<file path="src/rtl/deparser_pkg.sv">
// Shared constants, state encoding and tail-width helper for the header write-back stage.
package deparser_pkg;
  localparam int          DP_NUM_HEADERS   = 2;
  localparam int          DP_MAX_HDR_WORDS = 8;
  localparam logic [31:0] NO_HEADER        = 32'hFFFF_FFFF;
  localparam logic [31:0] ZERO_WORD        = 32'h0000_0000;
  localparam logic [31:0] ZERO_ADDR        = 32'h0000_0000;

  typedef enum logic [1:0] {
    DP_STATE_FREE    = 2'd0,
    DP_STATE_WRITING = 2'd1,
    DP_STATE_DONE    = 2'd2
  } dp_state_e;

  typedef struct packed {
    logic [3:0] width;
    logic       last;
  } dp_tail_t;

  // Bytes remaining from word_idx onward decide both the width and whether this is the final word.
  function automatic dp_tail_t dp_tail(input logic [31:0] len, input logic [31:0] word_idx);
    logic [31:0] rem;
    dp_tail_t    t;
    rem     = len - (word_idx << 2);
    t.last  = (rem <= 32'd4);
    t.width = t.last ? rem[3:0] : 4'd4;
    return t;
  endfunction
endpackage

</file>
<file path="src/rtl/deparser_if.sv">
// Control handshake, config strobe and memory write port of the deparser.
interface deparser_if;
  logic        start;
  logic        ready;
  logic        mem_ce;
  logic        mem_we;
  logic [31:0] mem_addr;
  logic [3:0]  mem_width;
  logic [31:0] mem_data;
  logic        mod_start;
  logic [31:0] mod_hdr_id;
  logic [31:0] mod_hdr_len;

  modport master (
    input  start, mod_start, mod_hdr_id, mod_hdr_len,
    output ready, mem_ce, mem_we, mem_addr, mem_width, mem_data
  );

  modport slave (
    output start, mod_start, mod_hdr_id, mod_hdr_len,
    input  ready, mem_ce, mem_we, mem_addr, mem_width, mem_data
  );
endinterface

</file>
<file path="src/rtl/deparser_core.sv">
// Write-back engine: latches header images on start and streams present headers to memory word by word.
module deparser_core
  import deparser_pkg::*;
#(
  parameter int NUM_HEADERS   = DP_NUM_HEADERS,
  parameter int MAX_HDR_WORDS = DP_MAX_HDR_WORDS
) (
  input  logic                                   clk,
  input  logic                                   rst,
  input  logic [32*NUM_HEADERS-1:0]              hdr_addrs_i,
  input  logic [32*MAX_HDR_WORDS*NUM_HEADERS-1:0] hdr_data_i,
  deparser_if.master                             bus
);
  localparam int          H_W       = $clog2(NUM_HEADERS + 1);
  localparam int          K_W       = (MAX_HDR_WORDS > 1) ? $clog2(MAX_HDR_WORDS) : 1;
  localparam logic [31:0] MAX_BYTES = 32'(4 * MAX_HDR_WORDS);

  dp_state_e      r_state, w_state_next;
  logic [H_W-1:0] r_h, w_h_next;
  logic [K_W-1:0] r_k, w_k_next;
  logic           r_mem_ce, w_mem_ce_next;
  logic           r_mem_we, w_mem_we_next;
  logic [31:0]    r_mem_addr, w_mem_addr_next;
  logic [3:0]     r_mem_width, w_mem_width_next;
  logic [31:0]    r_mem_data, w_mem_data_next;
  logic           r_ready, w_ready_next;
  logic           w_latch, w_len_we;

  logic [31:0]    w_lens  [NUM_HEADERS];
  logic [31:0]    w_addrs [NUM_HEADERS];
  logic [31:0]    w_words [NUM_HEADERS];
  logic [31:0]    w_cur_len, w_cur_addr, w_cur_word;
  dp_tail_t       w_tail;

  generate
    for (genvar gi = 0; gi < NUM_HEADERS; gi++) begin : g_hdr
      logic [31:0] r_len;
      logic [31:0] r_addr;
      logic [31:0] r_img [MAX_HDR_WORDS];

      always_ff @(posedge clk or negedge rst) begin
        if (!rst)                                          r_len <= ZERO_WORD;
        else if (w_len_we && bus.mod_hdr_id == 32'(gi))    r_len <= bus.mod_hdr_len;
      end

      always_ff @(posedge clk) begin
        if (w_latch) r_addr <= hdr_addrs_i[32*gi +: 32];
      end

      // Word 0 sits at the top of each header's slice of the image bus.
      for (genvar gk = 0; gk < MAX_HDR_WORDS; gk++) begin : g_word
        always_ff @(posedge clk) begin
          if (w_latch) r_img[gk] <= hdr_data_i[32*MAX_HDR_WORDS*gi + 32*(MAX_HDR_WORDS-gk) - 1 -: 32];
        end
      end

      assign w_lens[gi]  = r_len;
      assign w_addrs[gi] = r_addr;
      assign w_words[gi] = r_img[r_k];
    end
  endgenerate

  always_comb begin
    w_cur_len  = ZERO_WORD;
    w_cur_addr = NO_HEADER;
    w_cur_word = ZERO_WORD;
    for (int i = 0; i < NUM_HEADERS; i++) begin
      if (int'(r_h) == i) begin
        w_cur_len  = (w_lens[i] > MAX_BYTES) ? MAX_BYTES : w_lens[i];
        w_cur_addr = w_addrs[i];
        w_cur_word = w_words[i];
      end
    end
  end

  assign w_tail = dp_tail(w_cur_len, 32'(r_k));

  always_comb begin
    w_state_next     = r_state;
    w_h_next         = r_h;
    w_k_next         = r_k;
    w_mem_ce_next    = r_mem_ce;
    w_mem_we_next    = r_mem_we;
    w_mem_addr_next  = r_mem_addr;
    w_mem_width_next = r_mem_width;
    w_mem_data_next  = r_mem_data;
    w_ready_next     = r_ready;
    w_latch          = 1'b0;
    w_len_we         = 1'b0;
    case (r_state)
      DP_STATE_FREE: begin
        if (bus.mod_start) begin
          w_len_we = (bus.mod_hdr_id < 32'(NUM_HEADERS));
        end else if (bus.start) begin
          w_latch      = 1'b1;
          w_h_next     = '0;
          w_k_next     = '0;
          w_ready_next = 1'b0;
          w_state_next = DP_STATE_WRITING;
        end
      end
      DP_STATE_WRITING: begin
        if (r_h == H_W'(NUM_HEADERS)) begin
          w_mem_ce_next = 1'b0;
          w_mem_we_next = 1'b0;
          w_ready_next  = 1'b1;
          w_state_next  = DP_STATE_DONE;
        end else if (w_cur_addr == NO_HEADER || w_cur_len == ZERO_WORD) begin
          w_mem_ce_next = 1'b0;
          w_mem_we_next = 1'b0;
          w_h_next      = r_h + H_W'(1);
          w_k_next      = '0;
        end else begin
          w_mem_ce_next    = 1'b1;
          w_mem_we_next    = 1'b1;
          w_mem_addr_next  = w_cur_addr + (32'(r_k) << 2);
          w_mem_width_next = w_tail.width;
          w_mem_data_next  = w_cur_word;
          if (w_tail.last) begin
            w_h_next = r_h + H_W'(1);
            w_k_next = '0;
          end else begin
            w_k_next = r_k + K_W'(1);
          end
        end
      end
      DP_STATE_DONE: begin
        w_mem_ce_next = 1'b0;
        w_mem_we_next = 1'b0;
        if (!bus.start) begin
          w_ready_next = 1'b0;
          w_state_next = DP_STATE_FREE;
        end
      end
      default: begin
        w_mem_ce_next = 1'b0;
        w_mem_we_next = 1'b0;
        w_state_next  = DP_STATE_FREE;
      end
    endcase
  end

  always_ff @(posedge clk or negedge rst) begin
    if (!rst) begin
      r_state     <= DP_STATE_FREE;
      r_h         <= '0;
      r_k         <= '0;
      r_mem_ce    <= 1'b0;
      r_mem_we    <= 1'b0;
      r_mem_addr  <= ZERO_ADDR;
      r_mem_width <= 4'd0;
      r_mem_data  <= ZERO_WORD;
      r_ready     <= 1'b0;
    end else begin
      r_state     <= w_state_next;
      r_h         <= w_h_next;
      r_k         <= w_k_next;
      r_mem_ce    <= w_mem_ce_next;
      r_mem_we    <= w_mem_we_next;
      r_mem_addr  <= w_mem_addr_next;
      r_mem_width <= w_mem_width_next;
      r_mem_data  <= w_mem_data_next;
      r_ready     <= w_ready_next;
    end
  end

  assign bus.mem_ce    = r_mem_ce;
  assign bus.mem_we    = r_mem_we;
  assign bus.mem_addr  = r_mem_addr;
  assign bus.mem_width = r_mem_width;
  assign bus.mem_data  = r_mem_data;
  assign bus.ready     = r_ready;
endmodule

</file>
<file path="src/rtl/deparser.sv">
// Deparser top: flat port view of the write-back engine, bundling control and memory signals internally.
module deparser
  import deparser_pkg::*;
#(
  parameter int NUM_HEADERS   = DP_NUM_HEADERS,
  parameter int MAX_HDR_WORDS = DP_MAX_HDR_WORDS
) (
  input  logic                                    clk,
  input  logic                                    rst,
  input  logic                                    start_i,
  input  logic [32*NUM_HEADERS-1:0]               hdr_addrs_i,
  input  logic [32*MAX_HDR_WORDS*NUM_HEADERS-1:0] hdr_data_i,
  output logic                                    mem_ce_o,
  output logic                                    mem_we_o,
  output logic [31:0]                             mem_addr_o,
  output logic [3:0]                              mem_width_o,
  output logic [31:0]                             mem_data_o,
  output logic                                    ready_o,
  input  logic                                    mod_start_i,
  input  logic [31:0]                             mod_hdr_id_i,
  input  logic [31:0]                             mod_hdr_len_i
);
  deparser_if u_bus ();

  assign u_bus.start       = start_i;
  assign u_bus.mod_start   = mod_start_i;
  assign u_bus.mod_hdr_id  = mod_hdr_id_i;
  assign u_bus.mod_hdr_len = mod_hdr_len_i;

  deparser_core #(
    .NUM_HEADERS   (NUM_HEADERS),
    .MAX_HDR_WORDS (MAX_HDR_WORDS)
  ) u_core (
    .clk         (clk),
    .rst         (rst),
    .hdr_addrs_i (hdr_addrs_i),
    .hdr_data_i  (hdr_data_i),
    .bus         (u_bus.master)
  );

  assign mem_ce_o    = u_bus.mem_ce;
  assign mem_we_o    = u_bus.mem_we;
  assign mem_addr_o  = u_bus.mem_addr;
  assign mem_width_o = u_bus.mem_width;
  assign mem_data_o  = u_bus.mem_data;
  assign ready_o     = u_bus.ready;
endmodule

</file>
<file path="config.mk">
export PLATFORM = sky130hd
export DESIGN_NAME = deparser
export DESIGN_NICKNAME = d
export VERILOG_FILES = /design/src/rtl/deparser_pkg.sv /design/src/rtl/deparser_if.sv /design/src/rtl/deparser_core.sv /design/src/rtl/deparser.sv
export SDC_FILE = /design/constraint.sdc
export NUM_CORES = 1
export LEC_CHECK = 0
export CAP_MARGIN = 40
export CELL_PAD_IN_SITES_DETAIL_PLACEMENT = 1
export CELL_PAD_IN_SITES_GLOBAL_PLACEMENT = 2
export CORE_ASPECT_RATIO = 1.25
export CORE_UTILIZATION = 32
export DETAILED_ROUTE_END_ITERATION = 8
export GPL_ROUTABILITY_DRIVEN = 1
export PLACE_DENSITY = 0.79
export SLEW_MARGIN = 5
export SYNTH_ARGS = -nofsm -noshare
export SYNTH_HDL_FRONTEND = slang
export SYNTH_SLANG_ARGS = --single-unit
</file>
<file path="constraint.sdc">
create_clock -name clk -period 14.5 [get_ports clk]
set_input_delay 2.9 -clock clk [delete_from_list [all_inputs] [get_ports clk]]
set_output_delay 2.9 -clock clk [all_outputs]
set_load 0.01 [all_outputs]
</file>
# --- Yosys cells after proc, flatten, opt, wreduce, memory -nomap -nowiden ---
# Memories as Yosys holds them, arrays and structs flattened.
# Index checks and enable logic that the tools add are counted.
totals:
  n_memories: 2
  in_bits: 644
  output_inout_bits: 71
  reg_bits: 205
  ramBits: 512
op_classes:
  n_mux: 41
  n_eq_ne: 12
  reduce_logical: 14
  bitwise: 2
  addsub: 4
  n_lt_le_gt_ge: 4
memory_table:
  columns: ["memory", "depth", "width", "read_ports", "rd_ports_with_merged_regs", "wr", "line_no", "text"]
  rows:
  - ["u_core.g_hdr[0].r_img", 8, 32, 1, 0, 8, "deparser_core.sv:39", "logic [31:0] r_img [MAX_HDR_WORDS];"]
  - ["u_core.g_hdr[1].r_img", 8, 32, 1, 0, 8, "deparser_core.sv:39", null]
op_table:
  columns: ["cell", "count"]
  rows:
  - ["$mux W32", 8]
  - ["$gt A32 B6 Y1 const B", 2]
  - ["$logic_not A32 Y1", 2]
  - ["$add A32 B5 Y32", 1]
  - ["$eq A32 B1 Y1 const B", 1]
  - ["$eq A32 B32 Y1 const B", 1]
  - ["$le A32 B3 Y1 const B", 1]
  - ["$lt A32 B2 Y1 const B", 1]
  - ["$sub A32 B5 Y32", 1]
  - ["$mux W2", 9]
  - ["$mux W3", 5]
  - ["$mux W1", 13]
  - ["$reduce_and A5 Y1", 2]
  - ["$ne A2 B2 Y1 const B", 4]
  - ["$reduce_and A4 Y1", 2]
  - ["$eq A2 B2 Y1 const B", 3]
  - ["$pmux W2 S3", 1]
  - ["$pmux W3 S2", 1]
  - ["$logic_not A2 Y1", 2]
  - ["$mux W4", 1]
  - ["$pmux W2 S2", 1]
  - ["$add A3 B1 Y3 const B", 1]
  - ["$ne A3 B1 Y1 const B", 1]
  - ["$pmux W1 S3", 1]
  - ["other kinds (10)", 12]

# --- Logic depth before layout (Yosys ltp) ---
depth:
  ltp_word: 10
  ltp_mapped: 17

# --- Least setup slack after synthesis ---
# Ideal clock, no wire load.
synth_path:
  path_type: "input to register"
  start: "input mod_start_i"
  end: "register u_core.r_h[0]"
  path_stages: 5
  setup_time_ns: 0.125
  required_time_ns: 14.375
  path_slack_ns: -1.982
  arrival_ns: 16.357
  path_cell_list: "nand3b_1 > inv_1 > nor2_1 > a31oi_1 > mux2_2"
synth_via:
  elab_chain_cells: 2
synth_lines:
  columns: ["item", "line_no", "text"]
  rows:
  - ["from (decl)", "deparser.sv:19", "input logic mod_start_i,"]
  - ["$ne A2 B2 Y1 (no source line)", null, null]
  - ["$reduce_and A5 Y1 (no source line)", null, null]
  - ["to (signal assigned)", "deparser_core.sv:156", "r_h <= w_h_next;"]
  - ["to (decl)", "deparser_core.sv:19", "logic [H_W-1:0] r_h, w_h_next;"]
# Every way passes these cells.
# A chain may end at the register's enable or synchronous reset.

==> reports/qor.txt <==
Main combinational cell family by area after synthesis - multiplexers
Setup WS pre-CTS - 8.35 ns
Initial antenna violation count - 34
Finish-stage setup viols - 0
Core Util, Final - 0.450
Mux contribution to synthesized area - 0.180
Max Clock Skew - 0.0276 ns
CTS max path bufs - 3
Hold_ws - 0.506 ns
I/O Buffers - 714
Post-route minimum period - 5.54 ns
Fillers - 8333
Crit path launch type - input port
Pleak - 14.0 nW
Drt pass-1 iters - 5
Sequential fraction of the synthesis area - 0.740
Post-Layout Cell Count - 3410
Synth Area in Simple Gates - 0.0270
Starting Density - 0.323
Netlist cell types - 58
F_max - 0.181 GHz
Worst relative slew slack - 0.308
Multi-input gate area - 6990 um2
Worst R2R Start - u_core.r_h[1]
CORE AREA - 87100 um2
Post-synth EDFFs - 576
Final instance area - 39200 um2
Residual DRC - 0
First-pass GRT wire length - 127000 um
Post-Synth XOR/XNOR Area - 0.00841
Period Utilization, post-route - 0.382
Die ar. - 89100 um2
#FFs+latches synth - 717
Synth Flop Type - edfxtp_1
Reg2Reg Capture Point - u_core.bus.mem_addr[28]
Post-synth top cells - 576 x edfxtp_1, 141 x dfrtp_1, 128 x mux4_2
First DRT Iteration DRCs - 991
Worst-Skew Late Latency - 0.64 ns
CP most frequent cell - buf_12
Nets - 2817
Max stage delay on crit path - 0.58 ns
Total gr overflow - 0
Post-synth ARST share - 0.197
Worst Hold Class - reg -> reg
GP Congestion - 0.854
Compound-Gate Fraction of Synth Area - 0.0265
Mapped Area - 28100 um2
Post-CTS sizing - 0
Share of the synthesized area in the top cell type - 0.615
Hold_sp - u_core.bus.mem_addr[14]
Maximum vdd drop - 0.000113 V
Synth Area per Inst - 19.9 um2
Worst setup margin - 8.96 ns
Post-CTS setup buffers - 0
Data required time of the critical path - 14.79 ns
Hold Crit Depth - 1
WP buf/inv - 6
Final Hold Vio Count - 0
CP top delay family - buffers and inverters
Post-route ant nets - 0
Clk sink count - 717
Post-Synth Adder-Cell Area - 0.00587
Endpoint, Worst Hold - u_core.bus.mem_addr[14]
Worst-path clk slew - 0.06 ns
Layout area overhead - 39.4%
DR vias/cell - 4.90
Setup TNS - 0 ns
Via count - 16700
Worst R2R Setup Slack - 9.36 ns
GRT Total Usage - 0.198
Setup CP Type - in -> reg
Crit end category - flip-flop
Vias in the first global route - 18800
CTS Hold Bufs - 0
Leading post-synthesis cells by cell area - edfxtp_1 61%, dfrtp_1 13%, mux4_2 10%
Die Wd - 267 um
RSZ-0062 raised after global routing - false
CTS tree - built
Critical Path AT - 5.83 ns
Yosys top cell by area - edfxtp_1
R2R depth - 14
Inserted Clock Buffers - 75
Beginning of the critical path - mod_start_i
Share of layout cells above drive strength 1 - 0.179
Yosys warnings - 0
HPWL after DPL - 64700 um
Pwr/cell area - 133 nW/um2
Slew Viols, Final - 0
Status - finished clean
Total power - 5.22 mW
DP Area - 36800 um2
Maximum fanout along the worst path - 170
Number of max-cap violations - 0
Syn_nets - 2073
Post-synthesis instance total - 1417
Largest net degree at the start of global routing - 171
I/O pin total - 715
Worst Tran Pin Value - 1.04 ns
Slowest CP cell - buf_12
H-tree levels - 3
Crit path cell chain - clkdlybuf4s50_1, nand3b_1, clkinvlp_4, buf_12, buf_12, buf_4, buf_16
Placed cell count - 3252
Drt total wl - 89100 um
Die height - 334 um
DR WL/cell - 26.1 um
Root Driver - clkbuf_16
Rows - 121
Most frequent cell after synthesis - edfxtp_1
Register area - 20800 um2
layer usage:
layer | vias up | part of all wire | wire length, um | global-route usage
met2 | 664 | 0.52 | 46600 | 0.351
met3 | 158 | 0.076 | 6750 | 0.0586
li1 | 7287 | - | - | -
met1 | 8569 | 0.37 | 32800 | 0.221
met4 | 22 | 0.032 | 2830 | 0.0741
met5 | - | 0.0017 | 150 | 0
cell usage in the layout, fill, tap and decap left out, types with 8 or more instances in the layout:
master / Yosys / layout
mux4_2: 128 / 128
clkdlybuf4s50_1: 0 / 713
mux2i_1: 67 / 67
clkbuf_1: 34 / 18
buf_4: 3 / 14
clkbuf_16: 0 / 75
nand3_1: 8 / 8
mux2_2: 120 / 120
inv_1: 13 / 12
diode_2: 0 / 19
clkinv_2: 0 / 8
o22ai_1: 58 / 58
nand4_1: 9 / 9
xnor2_1: 13 / 13
a21oi_1: 12 / 12
clkinv_1: 1 / 19
nand2_1: 34 / 34
ha_1: 10 / 10
nor2_1: 25 / 25
dfrtp_1: 141 / 139
mux2_4: 10 / 10
nor4_1: 23 / 21
edfxtp_1: 576 / 576
nor3_1: 8 / 8
xor2_1: 14 / 14
registers in the layout, summed over array words and instances, names as in the netlist:
register	flops
u_core.r_h	2
u_core.r_k	3
u_core.r_state	2
u_core.bus.mem_addr	32
u_core.g_hdr.r_img	512
u_core.bus.ready	1
u_core.g_hdr.r_len	64
u_core.bus.mem_we	1
u_core.g_hdr.r_addr	64
u_core.bus.mem_data	32
u_core.bus.mem_width	4
cell type report:
type / instances / share of cell area
repair buffers: 735 / 0.189
inverters: 15 / 0.00163
diodes: 19 / 0.00121
clock buffers: 97 / 0.0510
multi-input cells: 617 / 0.178
flip-flops and latches: 717 / 0.531
well taps: 1168 / 0.0373
clock inverters: 42 / 0.0106
how the worst max path moves through the flow:
| stage | endpoint | cells past startpoint |
|---|---|---|
| final | u_core.g_hdr[0].r_img[7][10] | 7 |
| after global routing | u_core.g_hdr[0].r_img[6][8] | 7 |
| after CTS | u_core.g_hdr[1].r_img[4][12] | 7 |
| after detailed placement | u_core.g_hdr[1].r_img[2][1] | 7 |
| after global placement | u_core.g_hdr[1].r_img[2][1] | 5 |
| after floorplan | u_core.g_hdr[0].r_addr[0] | 2 |
logic make-up after synthesis:
kind of cell    count (synthesis)
flops                         717
mux                           325
simple gates                  142
compound gates                111
buf+inv                        83
xor+xnor                       27
fa+ha+maj                      12
power breakdown:
group	switching, mW	leakage [nW]	internal (mW)
clock network	0.843	1.16	1.06
logic	0.438	5.55	0.343
registers	0.0636	7.25	2.47
total	1.34	14.0	3.87
Power figures use the tool's default switching activity.
